[src/rtl/mem_port_arbiter.sv]
`default_nettype none
// ============================================================================
// Module   : mem_port_arbiter
// Purpose  : Shares one synchronous-SRAM memory port between two requesters
//            (port 0 = multicycle core, port 1 = DMA/debug loader).
//            Round-robin arbitration with an optional bounded burst lock;
//            one transaction in flight at a time.
// Ports    : clk_in, rst_in          - clock, synchronous active-high reset
//            mX_req/we/lock          - request, write select, keep-priority
//            mX_addr/mX_wdata        - byte address and write data
//            mX_gnt                  - pulse: access is on the memory port
//            mX_rvalid/mX_rdata      - pulse + read data (0 when not valid)
//            address/data_out        - memory address and write data
//            r_en_mem/w_en_mem       - memory read / write strobes
//            MemData                 - memory read data
// Revision : 1.0 - initial release
// ============================================================================
module mem_port_arbiter #(
  parameter int MEM_LAT  = 1,   // r_en_mem cycle to MemData valid, 1..4
  parameter int MAX_HOLD = 8    // max consecutive locked grants, 1..15
) (
  input  logic        clk_in,
  input  logic        rst_in,
  input  logic        m0_req,
  input  logic        m0_we,
  input  logic        m0_lock,
  input  logic [31:0] m0_addr,
  input  logic [31:0] m0_wdata,
  output logic        m0_gnt,
  output logic        m0_rvalid,
  output logic [31:0] m0_rdata,
  input  logic        m1_req,
  input  logic        m1_we,
  input  logic        m1_lock,
  input  logic [31:0] m1_addr,
  input  logic [31:0] m1_wdata,
  output logic        m1_gnt,
  output logic        m1_rvalid,
  output logic [31:0] m1_rdata,
  output logic [31:0] address,
  output logic [31:0] data_out,
  output logic        r_en_mem,
  output logic        w_en_mem,
  input  logic [31:0] MemData
);

  localparam int c_HOLD_W = $clog2(MAX_HOLD + 1);
  localparam int c_WAIT_W = (MEM_LAT > 1) ? $clog2(MEM_LAT) : 1;
  localparam logic [c_HOLD_W-1:0] c_HOLD_MAX  = c_HOLD_W'(MAX_HOLD);
  localparam logic [c_HOLD_W-1:0] c_HOLD_ONE  = c_HOLD_W'(1);
  localparam logic [c_WAIT_W-1:0] c_WAIT_LOAD = c_WAIT_W'(MEM_LAT - 1);

  typedef enum logic [1:0] {
    S_IDLE  = 2'd0,
    S_ISSUE = 2'd1,
    S_WAIT  = 2'd2
  } state_t;

  state_t              r_state;
  state_t              w_state_nxt;
  logic                r_sel;        // port owning the current transaction
  logic                r_last_gnt;   // most recent winner
  logic [c_HOLD_W-1:0] r_hold_cnt;   // consecutive grants to r_last_gnt
  logic [c_WAIT_W-1:0] r_wait_cnt;   // cycles left until MemData is valid

  logic                w_win_valid;
  logic                w_win;
  logic                w_last_req;
  logic                w_last_lock;
  logic                w_sel_we;

  // --------------------------------------------------------------------------
  // Winner selection. Only the last grantee's lock counts; a lock from the
  // other port is meaningless because that port already wins the tie.
  // --------------------------------------------------------------------------
  assign w_last_req  = r_last_gnt ? m1_req  : m0_req;
  assign w_last_lock = r_last_gnt ? m1_lock : m0_lock;

  always_comb begin
    w_win_valid = m0_req | m1_req;
    w_win       = 1'b0;
    if (w_last_req && w_last_lock && (r_hold_cnt < c_HOLD_MAX)) begin
      w_win = r_last_gnt;
    end else if (m0_req && m1_req) begin
      w_win = ~r_last_gnt;
    end else if (m1_req) begin
      w_win = 1'b1;
    end
  end

  assign w_sel_we = r_sel ? m1_we : m0_we;

  // --------------------------------------------------------------------------
  // State and arbitration registers
  // --------------------------------------------------------------------------
  always_ff @(posedge clk_in) begin
    if (rst_in) begin
      r_state    <= S_IDLE;
      r_sel      <= 1'b0;
      r_last_gnt <= 1'b1;            // port 0 wins the first contention
      r_hold_cnt <= '0;
      r_wait_cnt <= '0;
    end else begin
      r_state <= w_state_nxt;

      if ((r_state == S_IDLE) && w_win_valid) begin
        r_sel      <= w_win;
        r_last_gnt <= w_win;
        if (w_win == r_last_gnt) begin
          // Saturate so a long unopposed lock cannot wrap back to eligible.
          if (r_hold_cnt != c_HOLD_MAX) begin
            r_hold_cnt <= r_hold_cnt + 1'b1;
          end
        end else begin
          r_hold_cnt <= c_HOLD_ONE;
        end
      end

      if (r_state == S_ISSUE) begin
        r_wait_cnt <= c_WAIT_LOAD;
      end else if ((r_state == S_WAIT) && (r_wait_cnt != '0)) begin
        r_wait_cnt <= r_wait_cnt - 1'b1;
      end
    end
  end

  // --------------------------------------------------------------------------
  // Next state and outputs. Everything is zero outside ISSUE, except the
  // read-data pulse in the final WAIT cycle.
  // --------------------------------------------------------------------------
  always_comb begin
    w_state_nxt = r_state;
    address     = '0;
    data_out    = '0;
    r_en_mem    = 1'b0;
    w_en_mem    = 1'b0;
    m0_gnt      = 1'b0;
    m1_gnt      = 1'b0;
    m0_rvalid   = 1'b0;
    m1_rvalid   = 1'b0;
    m0_rdata    = '0;
    m1_rdata    = '0;

    case (r_state)
      S_IDLE: begin
        if (w_win_valid) begin
          w_state_nxt = S_ISSUE;
        end
      end

      S_ISSUE: begin
        // Issues unconditionally: a request dropped after selection still goes.
        address     = r_sel ? m1_addr  : m0_addr;
        data_out    = r_sel ? m1_wdata : m0_wdata;
        w_en_mem    = w_sel_we;
        r_en_mem    = ~w_sel_we;
        m0_gnt      = ~r_sel;
        m1_gnt      = r_sel;
        w_state_nxt = w_sel_we ? S_IDLE : S_WAIT;
      end

      S_WAIT: begin
        if (r_wait_cnt == '0) begin
          m0_rvalid   = ~r_sel;
          m1_rvalid   = r_sel;
          m0_rdata    = r_sel ? '0 : MemData;
          m1_rdata    = r_sel ? MemData : '0;
          w_state_nxt = S_IDLE;
        end
      end

      default: begin
        w_state_nxt = S_IDLE;
      end
    endcase
  end

endmodule
`default_nettype wire
[config.mk]
export PLATFORM = sky130hd
export DESIGN_NAME = mem_port_arbiter
export DESIGN_NICKNAME = d
export VERILOG_FILES = /design/src/rtl/mem_port_arbiter.sv
export SDC_FILE = /design/constraint.sdc
export NUM_CORES = 1
export LEC_CHECK = 0
export ABC_CLOCK_PERIOD_IN_PS = 1800
export BUFFER_PORTS_ARGS = -buffer_cell sky130_fd_sc_hd__buf_4
export CAP_MARGIN = 10
export CORE_AREA = 3 3 116 118
export DETAILED_ROUTE_END_ITERATION = 16
export DIE_AREA = 0 0 119 121
export SLEW_MARGIN = 30
export SYNTH_ARGS = -nofsm -noshare
export SYNTH_HDL_FRONTEND = slang
export SYNTH_SLANG_ARGS = --single-unit
[constraint.sdc]
create_clock -name clk_in -period 1.8 [get_ports clk_in]
set_input_delay 0.36 -clock clk_in [delete_from_list [all_inputs] [get_ports clk_in]]
set_output_delay 0.36 -clock clk_in [all_outputs]
set_load 0.02 [all_outputs]
==> Word level (Yosys, flattened, before mapping) <==
Cells that the tools add are included.
{ "totals": {"register_bits": 9, "latch_bits": 0, "ramBits": 0, "romBits": 0, "input_bits": 168, "out_inout_bits": 134, "n_memories": 0} }
{ "classes": {"add_sub_neg": 2, "multipliers": 0, "div_mod_pow": 0, "order_cmp": 1, "eq_ne": 7, "shift": 0, "n_mux": 30, "bitwise": 4, "reduce_logical": 9} }
{ "op_table": {"columns": ["operator", "n"], "rows": [
  ["two-way mux 32 bit", 10],
  ["two-way mux 1 bit", 14],
  ["two-way mux 4 bit", 2],
  ["two-way mux 2 bit", 3],
  ["one-hot mux 2 bit (3 select lines)", 1],
  ["logical AND 1 bit", 5],
  ["adder 4 x 1 -> 4 bit (second input constant)", 1],
  ["< comparator 4 bit (second input constant)", 1],
  ["!= test 2 bit (second input constant)", 2],
  ["!= test 4 bit (second input constant)", 1],
  ["AND reduction 2 bit", 2],
  ["inverter 1 bit", 3],
  ["equality test 2 x 1 -> 1 bit (second input constant)", 1],
  ["equality test 2 bit (second input constant)", 1],
  ["zero test 2 bit", 1],
  ["!= test 2 x 1 -> 1 bit (second input constant)", 1],
  ["OR reduction 2 bit", 1],
  ["equality test 1 bit", 1],
  ["OR 1 bit", 1],
  ["subtractor 1 bit (second input constant)", 1]
]} }

==> Logic depth before layout (Yosys ltp) <==
{ "logic_depth": {"ltp_word": 7, "depth_mapped": 6, "depth_no_buf": 6} }

==> Worst setup path before layout <==
Ideal clock, no wire load.
{ "synth_timing": {"path_type": "flip-flop to output port", "from": "register r_state[1]", "to": "output m0_rdata[10]", "arrival_ns": 1.582, "setup_slack_ns": -0.142, "path_stages_with_launch": 5, "path_buffers": 1, "cell_sequence": "dfxtp_1 > nor2b_1 > nor3b_1 > clkbuf_1 > and2_1"} }
{ "synth_between": {"elab_chain_len": 2} }
{ "synth_lines": {"columns": ["element", "line_no", "rtl"], "rows": [
  ["from (decl)", "59", "state_t r_state;"],
  ["from (signal assigned)", "104", "r_state <= w_state_nxt;"],
  ["equality test 2 bit", "144", "case (r_state)"],
  ["two-way mux 32 bit", "144", null],
  ["to (decl)", "31", "output logic [31:0] m0_rdata,"]
]} }
Every way passes these cells.

==> Final worst setup path <==
{ "layout_timing": {"from": "register r_state[1]", "to": "output address[30]"} }
{ "layout_between": {"elab_chain_len": 2} }
{ "layout_lines": {"columns": ["element", "line_no", "rtl"], "rows": [
  ["equality test 2 x 1 -> 1 bit", "144", null],
  ["two-way mux 32 bit", "144", null],
  ["to (decl)", "40", "output logic [31:0] address,"]
]} }
Every way passes these cells.

==> qor.csv <==
metric,value,unit
outcome,finished with violations,
violations,setup timing,
ys_top_cells_by_area,"a22o_1 35%, and2_1 26%, dfxtp_1 11%, clkbuf_1 3.8%, nor2_1 1.9%",
r2r-start,r_hold_cnt[3]$_SDFFE_PP0P_,
critPathLaunchType,register,
hold_viol,0,
finalSetupTns,-7.458,ns
syn-cell-area,0.001584,mm²
track_usage,0.1393,
grt_pass1_vias,2901,
worstHoldPathType,in -> reg,
maxCapViolations,0,
dp_hpwl,9498,µm
crit_fanout,15,
maxSlewHeadroom,0.6368,
fin_area,0.004908,mm²
yosys_warnings,0,
holdBufCountCts,0,
start_util,0.1260,
drc,0,
ys_seq_area_frac,0.1137,
post_drt_wl_per_cell,18.68,µm
fmax,524.6,MHz
synth_top_area_frac,0.3539,
cts_buffer_depth,2,
syn2layout_area_growth,209.9,%
grt_max_degree,34,
netlist.top_cell.by_area,a22o_1,
core_area,0.01257,mm²
fin_crit,1.906,ns
detail-route-antenna-nets,0,
fin_util,0.3905,
die_w,119,µm
slew_viol_final,0,
rrSetupSlack,0.16,ns
layout_common_cells,"204 x buf_4, 103 x buf_6, 62 x a22o_1",
criticalPathCategory,reg -> out,
power_density,359.6,mW/mm²
fin_skew,0.003237,ns
ios,302,
grt_overflow,0,
hp-start,rst_in,
vdd_drop_max,266.8,µV
finalPower,0.001765,W
synth-seq-cells,9,
rows,41,
seq_area,188.9,µm²
clock-sinks,9,
netlist_instances,213,
placed_area,0.004076,mm²
avgSynthCellArea,7.437,µm²
root_buffer,clkbuf_16,
dr.pass1.iters,4,
hold_path_depth,2,
multiInputGateArea,0.001495,mm²
min_to,r_state[1]$_SDFFE_PP0P_,
drt_iter0_drc,127,
regToRegEndpoint,r_hold_cnt[0]$_SDFFE_PP0P_,
die_h,121,µm
via_count,2998,
critPathRequiredTime,1.44,ns
path_clk_slew,0.04,ns
clk_latency,0.24,ns
setup_slack,-0.1063,ns
cp-end-kind,primary output,
final_common_cell,buf_4,
rsz0062_at_grt,yes,
numCtsBuffers,3,
cp.arrival,1.55,ns
p_leak,2.488,nW
drt-total-wl,12790,µm
fill_cells,1267,
antenna_found_initial,5,
routed_via_density,4.377,
synth_nets,383,
worstMarginPinSlew,0.5391,ns
grt_pass1_wl,16040,µm
cts_tree,done,
htreeDepth,1,
portBuffers,301,
num-nets-final,683,
place_congestion,0.8079,
synth_cell_types,34,
setup_violations,128,
fin_crit_sh,1.059,
drive_above_1_share,0.7637,
die_area,0.01440,mm²
rr_worst_depth,4,
holdWs,0.3717,ns
[sequential cells by signal, indices dropped and copies added (netlist names)]
signal,count
r_hold_cnt,4
r_state,2
r_last_gnt,1
r_sel,1
r_wait_cnt,1
[synthesized netlist by cell type (all sizes together)]
master  count
a311oi      1
a21oi       4
nand3       3
o21ai       1
or4         1
mux2i       1
and3b       2
inv         4
nor2b       3
nor4b       1
a21o        1
and2       66
nand2b      2
nor2        8
ha          2
nand2       4
buf         6
nor3b       1
a22oi       1
o21a        1
nand3b      2
o211ai      1
dfxtp       9
o21bai      1
clkbuf     16
a31oi       2
a41o        1
and4b       1
nand4       2
a22o       64
and4bb      1
[kinds of logic after synthesis]
| logic type | synth area share |
|---|---|
| buffers and inverters | 0.06713 |
| multiplexers | 0.006319 |
| adder cells (fa/ha/maj) | 0.01580 |
| flip-flops | 0.1137 |
| AO/OA/AOI/OAI | 0.4171 |
| AND/OR/NAND/NOR | 0.3799 |
[power by group]
part	switching, W	internal [W]
clock	0.000102	0.000293
sequential	0.0000192	0.000213
combinational	0.000503	0.000634
total	0.000625	0.00114
[how the worst max path moves through the flow]
stage | start | to | cells after the start
global route | r_state[1]$_SDFFE_PP0P_ | m0_rdata[21] | 6
floorplan | r_state[0]$_SDFFE_PP0P_ | address[0] | 5
global placement | r_state[0]$_SDFFE_PP0P_ | address[8] | 5
finish | r_state[1]$_SDFFE_PP0P_ | address[30] | 6
CTS | r_state[0]$_SDFFE_PP0P_ | data_out[19] | 6
detailed placement | r_state[0]$_SDFFE_PP0P_ | address[8] | 5
[worst max-delay path, cell delays in order (launching register included)]
cell	delay, ns
dfxtp_4	0.35
buf_4	0.14
nor2b_4	0.12
and2_4	0.21
buf_6	0.18
a22o_1	0.17
buf_4	0.14
[per-layer routing]
layer / up-vias / GRT usage / wire, µm
met5: - / 0 / 57
met4: 8 / 0.01883 / 178
met3: 20 / 0.06434 / 1208
met2: 161 / 0.2554 / 6808
met1: 1418 / 0.1497 / 4539
li1: 1391 / - / -
[per-stage QoR]
step | std cells | setup slack (ns)
final | 685 | -0.1063
after global routing | 685 | -0.1817
after CTS | 678 | -0.08307
after detailed placement | 670 | 0.03796
after global placement | 670 | 0.07706
after floorplan | 213 | -0.05184
[layout make-up]
type | instances | share of cell area
multi-input combinational | 178 | 0.3046
inverter | 4 | 0.003059
tap | 172 | 0.04384
clock buffer | 3 | 0.01529
clock inverter | 1 | 0.001020
antenna | 1 | 0.0005098
sequential | 9 | 0.03849
timing repair buffer | 317 | 0.5932
[timing repair]
action	CTS	global route
pin swaps	1	40
buffers inserted	2	2
gates resized for setup	50	122
setup endpoints to repair	129	130
gates cloned	2	6
Note: power is estimated with default switching activity, not from simulation.
